**src/rtl/l2_arbiter.sv**
```systemverilog
// Two-requester round-robin arbiter in front of a single-outstanding L2 port; min latency request->ready is 3 cycles.
// Requests are level-held until ready; the non-owner simply waits, and an L2 access that never answers times out with err.
module l2_arbiter #(
    parameter int ADDR_W  = 32,
    parameter int DATA_W  = 128,
    parameter int TIMEOUT = 64
) (
    input  logic              clk,
    input  logic              rst,
    input  logic [1:0]        rd_req,
    input  logic [1:0]        wr_req,
    input  logic [ADDR_W-1:0] req_addr0,
    input  logic [ADDR_W-1:0] req_addr1,
    input  logic [DATA_W-1:0] req_wdata0,
    input  logic [DATA_W-1:0] req_wdata1,
    output logic [DATA_W-1:0] rdata,
    output logic [1:0]        ready,
    output logic              err,
    output logic [1:0]        grant,
    output logic              l2_read_req,
    output logic              l2_write_req,
    output logic [ADDR_W-1:0] l2_addr,
    output logic [DATA_W-1:0] l2_write_data,
    input  logic [DATA_W-1:0] l2_read_data,
    input  logic              l2_ready
);

    typedef enum logic [1:0] {S_IDLE, S_ISSUE, S_WAIT, S_RESP} state_t;

    localparam logic [7:0] CNT_LAST = 8'(TIMEOUT - 1);

    state_t            state;
    state_t            state_nxt;
    logic              owner;
    logic              last_grant;
    logic              is_wr;
    logic              err_q;
    logic [7:0]        cnt;
    logic [DATA_W-1:0] rdata_q;
    logic [1:0]        req_any;
    logic              sel;
    logic              timeout_hit;
    logic [1:0]        owner_oh;

    assign req_any     = rd_req | wr_req;
    assign timeout_hit = (cnt == CNT_LAST);
    assign owner_oh    = owner ? 2'b10 : 2'b01;

    // Lone requester wins outright; on contention the one not served last wins.
    always_comb begin
        sel = ~last_grant;
        if (req_any == 2'b01) begin
            sel = 1'b0;
        end else if (req_any == 2'b10) begin
            sel = 1'b1;
        end
    end

    always_ff @(posedge clk or negedge rst) begin
        if (!rst) begin
            state <= S_IDLE;
        end else begin
            state <= state_nxt;
        end
    end

    always_comb begin
        state_nxt = state;
        case (state)
            S_IDLE:  if (|req_any) state_nxt = S_ISSUE;
            S_ISSUE: state_nxt = S_WAIT;
            S_WAIT:  if (l2_ready || timeout_hit) state_nxt = S_RESP;
            S_RESP:  state_nxt = S_IDLE;
            default: state_nxt = S_IDLE;
        endcase
    end

    always_ff @(posedge clk or negedge rst) begin
        if (!rst) begin
            owner         <= 1'b0;
            last_grant    <= 1'b1;
            is_wr         <= 1'b0;
            err_q         <= 1'b0;
            cnt           <= 8'd0;
            rdata_q       <= '0;
            l2_addr       <= '0;
            l2_write_data <= '0;
        end else begin
            case (state)
                S_IDLE: begin
                    if (|req_any) begin
                        owner         <= sel;
                        is_wr         <= wr_req[sel];
                        l2_addr       <= sel ? req_addr1 : req_addr0;
                        l2_write_data <= sel ? req_wdata1 : req_wdata0;
                    end
                end
                S_ISSUE: begin
                    cnt     <= 8'd0;
                    err_q   <= 1'b0;
                    rdata_q <= '0;
                end
                S_WAIT: begin
                    if (l2_ready) begin
                        if (!is_wr) begin
                            rdata_q <= l2_read_data;
                        end
                    end else begin
                        cnt <= cnt + 8'd1;
                        if (timeout_hit) begin
                            err_q <= 1'b1;
                        end
                    end
                end
                S_RESP: begin
                    last_grant <= owner;
                end
                default: ;
            endcase
        end
    end

    // rdata_q is cleared at issue, so writes and timeouts return zero.
    always_comb begin
        grant        = 2'b00;
        ready        = 2'b00;
        err          = 1'b0;
        rdata        = '0;
        l2_read_req  = 1'b0;
        l2_write_req = 1'b0;
        case (state)
            S_ISSUE: begin
                grant        = owner_oh;
                l2_read_req  = ~is_wr;
                l2_write_req = is_wr;
            end
            S_WAIT: begin
                grant = owner_oh;
            end
            S_RESP: begin
                grant = owner_oh;
                ready = owner_oh;
                err   = err_q;
                rdata = rdata_q;
            end
            default: ;
        endcase
    end

endmodule

```
**config.mk**
```make
export PLATFORM = sky130hd
export DESIGN_NAME = l2_arbiter
export DESIGN_NICKNAME = d
export VERILOG_FILES = /design/src/rtl/l2_arbiter.sv
export SDC_FILE = /design/constraint.sdc
export NUM_CORES = 1
export LEC_CHECK = 0
export CAP_MARGIN = 10
export CORE_AREA = 2 2 290 292
export CTS_CLUSTER_DIAMETER = 100
export DETAILED_ROUTE_END_ITERATION = 8
export DIE_AREA = 0 0 292 294
export DONT_BUFFER_PORTS = 1
export MAX_ROUTING_LAYER = met4
export PLACE_DENSITY_LB_ADDON = 0.05
export SLEW_MARGIN = 15
export SYNTH_ARGS = -nofsm -noshare
export SYNTH_HDL_FRONTEND = slang
export SYNTH_SLANG_ARGS = --single-unit
```
**constraint.sdc**
```tcl
create_clock -name clk -period 2.6 [get_ports clk]
set_input_delay 0.52 -clock clk [delete_from_list [all_inputs] [get_ports clk]]
set_output_delay 0.52 -clock clk [all_outputs]
set_load 0.02 [all_outputs]
```
==> results.json, run 1 <==
{
  "power.share.clock": 0.240,
  "ys_seq_area_frac": 0.525,
  "utilization": 0.206,
  "start_util": 0.174,
  "layout.cells.non_filler": 2388,
  "worstPathRequired_ps": 2080,
  "drive_gt1_frac": 0.200,
  "cts_max_path_buffers": 3,
  "violations": "negative hold slack",
  "run_status": "complete, but fails checks",
  "arrival_ps": 1950,
  "fin_crit_ps": 2470,
  "final_common_cell": "dfrtp_1",
  "avgSynthCellArea_um2": 11.1,
  "final_hold_viol_count": 302,
  "final_cell_area_um2": 17100,
  "critPathKind": "register to output port",
  "clock_sinks": 302,
  "place.gp.congestion": 0.740,
  "synth_ff_type": "dfrtp_1",
  "pwr-share-seq": 0.382,
  "synthDistinctLibCells": 42,
  "layout_common_cells": "dfrtp_1 (301), nand2b_1 (163), o221a_2 (160)",
  "slew_violations": 0,
  "vias": 9779,
  "grt_busiest_layer": "met2",
  "core_area_um2": 82900,
  "switchingPower_mw": 10.4,
  "rows": 106,
  "cts_max_level": 2,
  "met1_usage": 0.138,
  "met3_usage": 0.0552,
  "p_int_mw": 14.6,
  "clk_latency_ps": 570,
  "fin_crit_sh": 0.951,
  "use_met2": 0.243,
  "slew_headroom": 0.350,
  "power.density_nw_per_um2": 1460,
  "synth_cells": 1301,
  "grt_usage": 0.136,
  "nets": 1736,
  "die_area_um2": 85800,
  "ys_ff_latch": 302,
  "clk_pin_slew_ps": 50,
  "placed_area_um2": 15600,
  "synth_edf_count": 0,
  "endpoint_kind": "output port",
  "async_reset_ff_frac": 1.00,
  "p_sw_frac": 0.415,
  "wl_per_cell_um": 24.9,
  "area_growth_pct": 18.8,
  "ir_drop_mv": 0.672,
  "drt_iter0_markers": 516,
  "hold_path.class": "input pin to asynchronous set/reset pin",
  "cts_made_buffers": 45,
  "gr-total-overflow": 0,
  "p_leak_nw": 7.03,
  "start_kind": "register",
  "grt_pass1_vias": 10746,
  "synth_area_um2": 14400,
  "fin_hold_ws_ps": -350,
  "synth_warnings": 0,
  "cts-root-buf": "clkbuf_16",
  "wl_mm": 59.4,
  "dp_hpwl_mm": 41.1,
  "antenna_left": 0,
  "dr.pass1.iters": 5,
  "ios": 750,
  "syn_nets": 1762,
  "die_y_um": 294,
  "drv_cap": 0,
  "dp.cells": 2308,
  "viasPerCell": 4.10,
  "comb_power_share": 0.377,
  "die_w_um": 292,
  "fmax_mhz": 404,
  "grt_max_degree": 303,
  "io_buffers": 0,
  "cp_max_fo": 104,
  "grt_antenna_before_repair": 0,
  "finClkSkew_ps": 16.9,
  "grt_pass1_wl_mm": 82.9,
  "drc": 0,
  "cts_tree": "built",
  "worst_pin_slew_ps": 975,
  "finalSetupViolCount": 0
}
-- power groups by stage --
| stage | clock network (mW) | logic [mW] | registers (mW) |
|---|---|---|---|
| after global placement | 0 | 9.56 | 9.80 |
| after global routing | 6.53 | 10.4 | 9.79 |
| after CTS | 6.33 | 9.68 | 9.64 |
| after floorplan | 0 | 7.46 | 8.81 |
| final | 6.01 | 9.44 | 9.57 |
| after detailed placement | 0 | 9.71 | 9.64 |
-- synthesized netlist by cell type, types with 2 or more instances --
library cell	n	area share
ha_1	6	0.0052
clkbuf_1	48	0.013
nand2_1	136	0.035
nand3_1	4	0.0014
o31ai_1	2	0.0010
nor2_1	3	0.00078
buf_4	2	0.0010
a21oi_1	4	0.0014
nor2b_1	5	0.0022
mux2i_1	130	0.090
mux2_2	2	0.0016
and2_1	131	0.057
buf_6	9	0.0070
dfrtp_1	301	0.52
inv_1	132	0.034
a211oi_1	2	0.0010
clkbuf_2	8	0.0028
buf_2	25	0.0087
o21a_1	2	0.0010
o211ai_1	2	0.0010
nand2b_1	163	0.071
o21ai_0	4	0.0014
buf_1	2	0.00052
o221a_2	160	0.13
-- cell families after synthesis --
kind of cell             after synthesis  share of synthesized area
multiplexers                         132                     0.0920
adder cells (fa/ha/maj)                6                    0.00522
flip-flops                           302                      0.525
AND/OR/NAND/NOR                      451                      0.172
buffers and inverters                226                     0.0670
AO/OA/AOI/OAI                        184                      0.139
-- repair_timing --
action,4_1_cts,5_1_grt
pin swaps,0,0
gates resized for setup,2,3
hold endpoints to repair,302,302
setup endpoints to repair,2,11
buffers inserted,0,0
-- metrics by stage --
| stage | total power [mW] | setup TNS [ps] | setup WS [ps] |
|---|---|---|---|
| 2_1_floorplan | 16.3 | 0 | 752 |
| 3_3_place_gp | 19.4 | 0 | 341 |
| 3_5_place_dp | 19.4 | 0 | 335 |
| 4_1_cts | 25.6 | 0 | 11.9 |
| 5_1_grt | 26.7 | -13.3 | -7.46 |
| 6_report | 25.0 | 0 | 127 |
-- routing by layer --
| layer | share of wire | up-vias |
|---|---|---|
| li1 | - | 4374 |
| met1 | 0.35 | 4879 |
| met2 | 0.53 | 461 |
| met3 | 0.097 | 65 |
| met4 | 0.019 | 0 |
| met5 | 0 | - |
-- final timing paths --
| path | slack [ps] | startpoint | depth (start not counted) | to |
|---|---|---|---|---|
| hold reg to reg | 470 | cnt[7] | 1 | cnt[7] |
| setup reg to reg | 350 | state[0] | 5 | l2_write_data[57] |
| setup / recovery | 130 | state[1] | 3 | rdata[24] |
| min in group clk | 90 | l2_read_data[59] | 2 | rdata_q[59] |
| hold / removal | -350 | rst | 0 | rdata_q[46] |
| max in group asynchronous | 2350 | rst | 0 | l2_write_data[0] |
-- cell type report --
class                      instances  area, um^2
antenna                            1        2.50
clock buffer                      68        1350
clock inverter                    11        90.1
fill                            8952       65800
inverter                         132         495
multi-input combinational        773        5930
sequential                       302        7560
tap                             1080        1350
timing repair buffer              21         328
-- registers in the layout, indices dropped and copies added (netlist names) --
signal and flops:
err_q 1, is_wr 1, last_grant 1, owner 1, rdata_q 128, l2_write_data 128
l2_addr 32, state 2, cnt 8
-- worst max-delay path, cell delays in order, from the launching register on --
cell and delay [ps]:
dfrtp_1 450, ha_4 190, buf_16 310, and2_1 370
No activity file was read; power rests on OpenSTA's default activity.
==> run 2, diff against run 1 <==
- CELL_PAD_IN_SITES_DETAIL_PLACEMENT: not set -> 1
- CELL_PAD_IN_SITES_GLOBAL_PLACEMENT: not set -> 2
==> run 2 against run 1 <==
  * The run still ends with negative hold slack left
  * Combinational power up 0.7%
  * Largest power group unchanged
  * Worst setup slack better by 20 ps
  * Sequential share of layout area about the same
  * Non-clock buffer count up 4
  * Critical path depth unchanged
  * Largest cell class unchanged
  * Clock skew up 8.6 ps
==> results.json, run 2 (synthesis results as in run 1) <==
{
  "final_common_cell": "dfrtp_1",
  "clock_sinks": 302,
  "rsz0062_at_grt": "false",
  "grt_pass1_wl_mm": 91.6,
  "reg2reg_slack_ps": 370,
  "r2r-start": "state[0]",
  "violations": "negative hold slack",
  "die_y_um": 294,
  "start_util": 0.174,
  "endpoint_kind": "output port",
  "gr-total-overflow": 0,
  "grt_usage": 0.153,
  "io_buffers": 0,
  "slew_violations": 0,
  "fin_hold_ws_ps": -356,
  "fin_tns_setup_ps": 0,
  "cts-root-buf": "clkbuf_16",
  "r2r_end": "l2_write_data[39]",
  "die_area_um2": 85800,
  "grt_max_degree": 303,
  "clk_latency_ps": 570,
  "fin_crit_ps": 2450,
  "placed_area_um2": 15700,
  "reg_top3": "l2_write_data (128), rdata_q (128), l2_addr (32)",
  "power.density_nw_per_um2": 1460,
  "utilization": 0.206,
  "antenna_left": 0,
  "cts_max_path_buffers": 3,
  "layout.cells.non_filler": 2404,
  "nets": 1739,
  "wl_mm": 65.9,
  "clk_pin_slew_ps": 60,
  "worst_pin_slew_ps": 1040,
  "drt_iter0_markers": 422,
  "dr.pass1.iters": 4,
  "critPathSlowestCell": "dfrtp_1",
  "finClkSkew_ps": 25.5,
  "grt_pass1_vias": 11326,
  "core_area_um2": 82900,
  "cp-startpoint": "state[1]",
  "slew_headroom": 0.304,
  "rows": 106,
  "arrival_ps": 1930,
  "area_growth_pct": 18.7,
  "critPathKind": "register to output port",
  "fin_crit_sh": 0.943,
  "endpoint": "rdata[18]",
  "rr_worst_depth": 5,
  "final_hold_viol_count": 301,
  "final_cell_area_um2": 17100,
  "vias": 10020,
  "cp_max_fo": 50,
  "p_leak_nw": 7.01,
  "cts_made_buffers": 44,
  "dp.cells": 2310,
  "run_status": "complete, but fails checks",
  "cts_tree": "built",
  "cts_max_level": 2,
  "fmax_mhz": 408,
  "drv_cap": 0,
  "hold_path.class": "input pin to asynchronous set/reset pin",
  "wl_per_cell_um": 27.4,
  "ir_drop_mv": 0.465,
  "worstPathRequired_ps": 2080,
  "ios": 750,
  "viasPerCell": 4.17,
  "drc": 0,
  "finalSetupViolCount": 0,
  "layout_common_cells": "dfrtp_1 (301), nand2b_1 (163), o221a_2 (160)",
  "dp_hpwl_mm": 46.7,
  "crit_path_max_incr_delay_ps": 470,
  "die_w_um": 292,
  "start_kind": "register",
  "grt_antenna_before_repair": 15,
  "drive_gt1_frac": 0.218,
  "place.gp.congestion": 0.740,
  "worstPathCellList": "ha_4 -> buf_12 -> and2_1"
}
[run 2: changes by cell type in the layout (fill, tap and decap cells not counted), moves of 5 or more]
cell	delta
and2_1	-27
and2_2	+27
diode_2	+15
buf_4	+5
clkbuf_1	+5
[run 2: what timing repair did]
| item | 4_1_cts | 5_1_grt |
|---|---|---|
| setup endpoints to repair | 38 | 1 |
| setup buffers | 2 | 0 |
| pin swaps | 1 | 0 |
| gates resized for setup | 31 | 1 |
| endpoints found under the hold margin | 302 | 302 |
[run 2: metrics by stage]
| step | power [mW] | setup slack [ps] |
|---|---|---|
| floorplan | 16.3 | 752 |
| global placement | 19.5 | 413 |
| detailed placement | 19.6 | 353 |
| CTS | 25.7 | 30.4 |
| global route | 26.8 | 19.4 |
| finish | 25.0 | 148 |
[run 2: power breakdown]
part | leakage [nW] | switching [mW] | internal (mW)
clock network | 0.652 | 2.39 | 3.39
logic | 2.70 | 5.07 | 4.45
registers | 3.65 | 3.16 | 6.52
[run 2: routing by layer]
layer | vias to the layer above | GRT usage | part of all wire
met5 | - | - | 0
met1 | 5091 | 0.155 | 0.35
li1 | 4389 | - | -
met3 | 83 | 0.0705 | 0.11
met4 | 0 | 0.0480 | 0.023
met2 | 457 | 0.261 | 0.52
[run 2: how the worst min path moves through the flow]
stage                     cells past startpoint           end  slack, ps  from
after global placement                        0   rdata_q[40]        230   rst
after detailed placement                      0   rdata_q[40]        230   rst
after floorplan                               0        cnt[0]        220   rst
after CTS                                     0  rdata_q[121]       -400   rst
final                                         0   rdata_q[40]       -360   rst
after global routing                          0   rdata_q[45]       -400   rst
[run 2: cell type report]
cell class                      instances  area, um^2
Antenna cell                           16        40.0
Clock buffer                           70        1300
Clock inverter                          6        32.5
Fill cell                            9335       65800
Inverter                              132         495
Multi-Input combinational cell        773        5970
Sequential cell                       302        7560
Tap cell                             1080        1350
Timing Repair Buffer                   25         338
[run 2: worst max-delay path: cells and delay by family, from the launching register on]
kind | cells | cell delay (ps)
simple gates | 1 | 340
buf+inv | 1 | 230
fa+ha+maj | 1 | 270
flops | 1 | 470
==> run 3, diff against run 2 <==
- PLACE_DENSITY_LB_ADDON: 0.05 -> 0.12
==> run 3 against run 2 <==
  * The flow still finishes with violations (negative hold slack)
  * Largest power group unchanged
  * Global-route usage shrank 0.75 points
  * Cell count rose by 0.21%
  * Sequential power decreased by 0.7%
  * Clock power up 3%
  * Largest cell class unchanged
  * Fmax shrank 1.1%
  * Critical endpoint is now rdata[48]
  * Non-clock buffer count rose by 4
  * Total power is 0.40% higher
  * Flip-flop and latch count is the same
  * Sequential share of layout area fell by 0.22 points
  * Highest routed layer unchanged
==> results.json, run 3 (synthesis results as in run 1) <==
{
  "start_util": 0.174,
  "fin_hold_ws_ps": -339,
  "layout_common_cells": "dfrtp_1 (301), nand2b_1 (163), o221a_2 (160)",
  "critPathSlowestCell": "dfrtp_1",
  "worstPathRequired_ps": 2080,
  "rsz0062_at_grt": "false",
  "critPathKind": "register to output port",
  "place.gp.congestion": 0.806,
  "start_kind": "register",
  "setup_slack_ps": 120,
  "grt_pass1_vias": 11280,
  "gr-total-overflow": 0,
  "clock_sinks": 302,
  "grt_usage": 0.145,
  "crit_buf_inv": 1,
  "core_area_um2": 82900,
  "run_status": "complete, but fails checks",
  "worstPathCellList": "ha_4 -> buf_12 -> and2_1",
  "die_area_um2": 85800,
  "dp_hpwl_mm": 45.4,
  "arrival_ps": 1960,
  "ios": 750,
  "fin_tns_setup_ps": 0,
  "endpoint_kind": "output port",
  "drc": 0,
  "regArea_um2": 7560,
  "finalSetupViolCount": 0,
  "cts_max_path_buffers": 3,
  "clk_pin_slew_ps": 60,
  "cts_made_buffers": 43,
  "cts_tree": "built",
  "vias": 10125,
  "cts_max_level": 2,
  "rows": 106,
  "power.density_nw_per_um2": 1460,
  "grt_max_degree": 303,
  "violations": "negative hold slack",
  "nets": 1742,
  "viasPerCell": 4.20,
  "dr.pass1.iters": 5,
  "wl_mm": 62.8,
  "final_cell_area_um2": 17200,
  "die_w_um": 292,
  "io_buffers": 0,
  "fillers": 9359,
  "wl_per_cell_um": 26.1,
  "drv_cap": 0,
  "slew_violations": 0,
  "crit_path_max_incr_delay_ps": 470,
  "drt_iter0_markers": 502,
  "final_common_cell": "dfrtp_1",
  "fin_crit_ps": 2480,
  "multiInputGateArea_um2": 5930,
  "cp_top_family": "flip-flops",
  "antenna_left": 0,
  "worst_pin_slew_ps": 1020,
  "die_y_um": 294,
  "area_growth_pct": 19.3,
  "clk_latency_ps": 560,
  "fin_crit_sh": 0.954,
  "ir_drop_mv": 0.586,
  "grt_antenna_before_repair": 20,
  "slew_headroom": 0.322,
  "grt_pass1_wl_mm": 87.8,
  "cp_max_fo": 49,
  "fmax_mhz": 403,
  "cts-root-buf": "clkbuf_16",
  "utilization": 0.207,
  "final_hold_viol_count": 301,
  "p_leak_nw": 7.04,
  "finClkSkew_ps": 12.0,
  "hold_path.class": "input pin to asynchronous set/reset pin",
  "placed_area_um2": 15700,
  "drive_gt1_frac": 0.201,
  "reg_top3": "l2_write_data (128), rdata_q (128), l2_addr (32)",
  "post-place-ws_ps": 381
}
-- run 3: final timing paths --
path | slack (ps) | end | cells past startpoint | start
hold / removal | -340 | rdata_q[38] | 0 | rst
min in group clk | 110 | rdata_q[7] | 2 | l2_read_data[7]
hold reg to reg | 480 | cnt[7] | 1 | cnt[7]
max in group asynchronous | 2090 | l2_addr[24] | 0 | rst
setup reg to reg | 390 | l2_write_data[39] | 6 | state[0]
setup / recovery | 120 | rdata[48] | 3 | state[1]
-- run 3: metrics by stage --
stage	total power [mW]	cells
after global routing	26.8	2409
after detailed placement	19.4	2315
after global placement	19.3	2315
final	25.1	2409
after floorplan	16.3	1301
after CTS	25.7	2392
-- run 3: layout make-up --
cell class,instances,share of cell area
inverter,132,0.0289
timing repair buffer,29,0.0222
clock buffer,67,0.0726
antenna,17,0.00248
tap,1080,0.0787
sequential,302,0.440
multi-input combinational,773,0.346
clock inverter,9,0.00926
-- run 3: what timing repair did --
action,4_1_cts,5_1_grt
setup endpoints to repair,33,5
gates resized for setup,1,5
pin swaps,1,0
endpoints found under the hold margin,302,301
buffers inserted,1,0
-- run 3: metal layers --
metal / global-route usage / up-vias / share of wire / wire (um)
li1: - / 4404 / - / -
met1: 0.158 / 5153 / 0.38 / 23700
met2: 0.234 / 489 / 0.50 / 31100
met3: 0.0654 / 79 / 0.10 / 6490
met4: 0.0513 / 0 / 0.022 / 1400
met5: - / - / 0 / 0
-- run 3: power breakdown --
part | total, mW | switching [mW] | leakage [nW] | internal, mW
clock | 5.99 | 2.32 | 0.680 | 3.68
sequential | 9.61 | 3.09 | 3.65 | 6.52
combinational | 9.48 | 4.99 | 2.71 | 4.49
total | 25.1 | 10.4 | 7.04 | 14.7
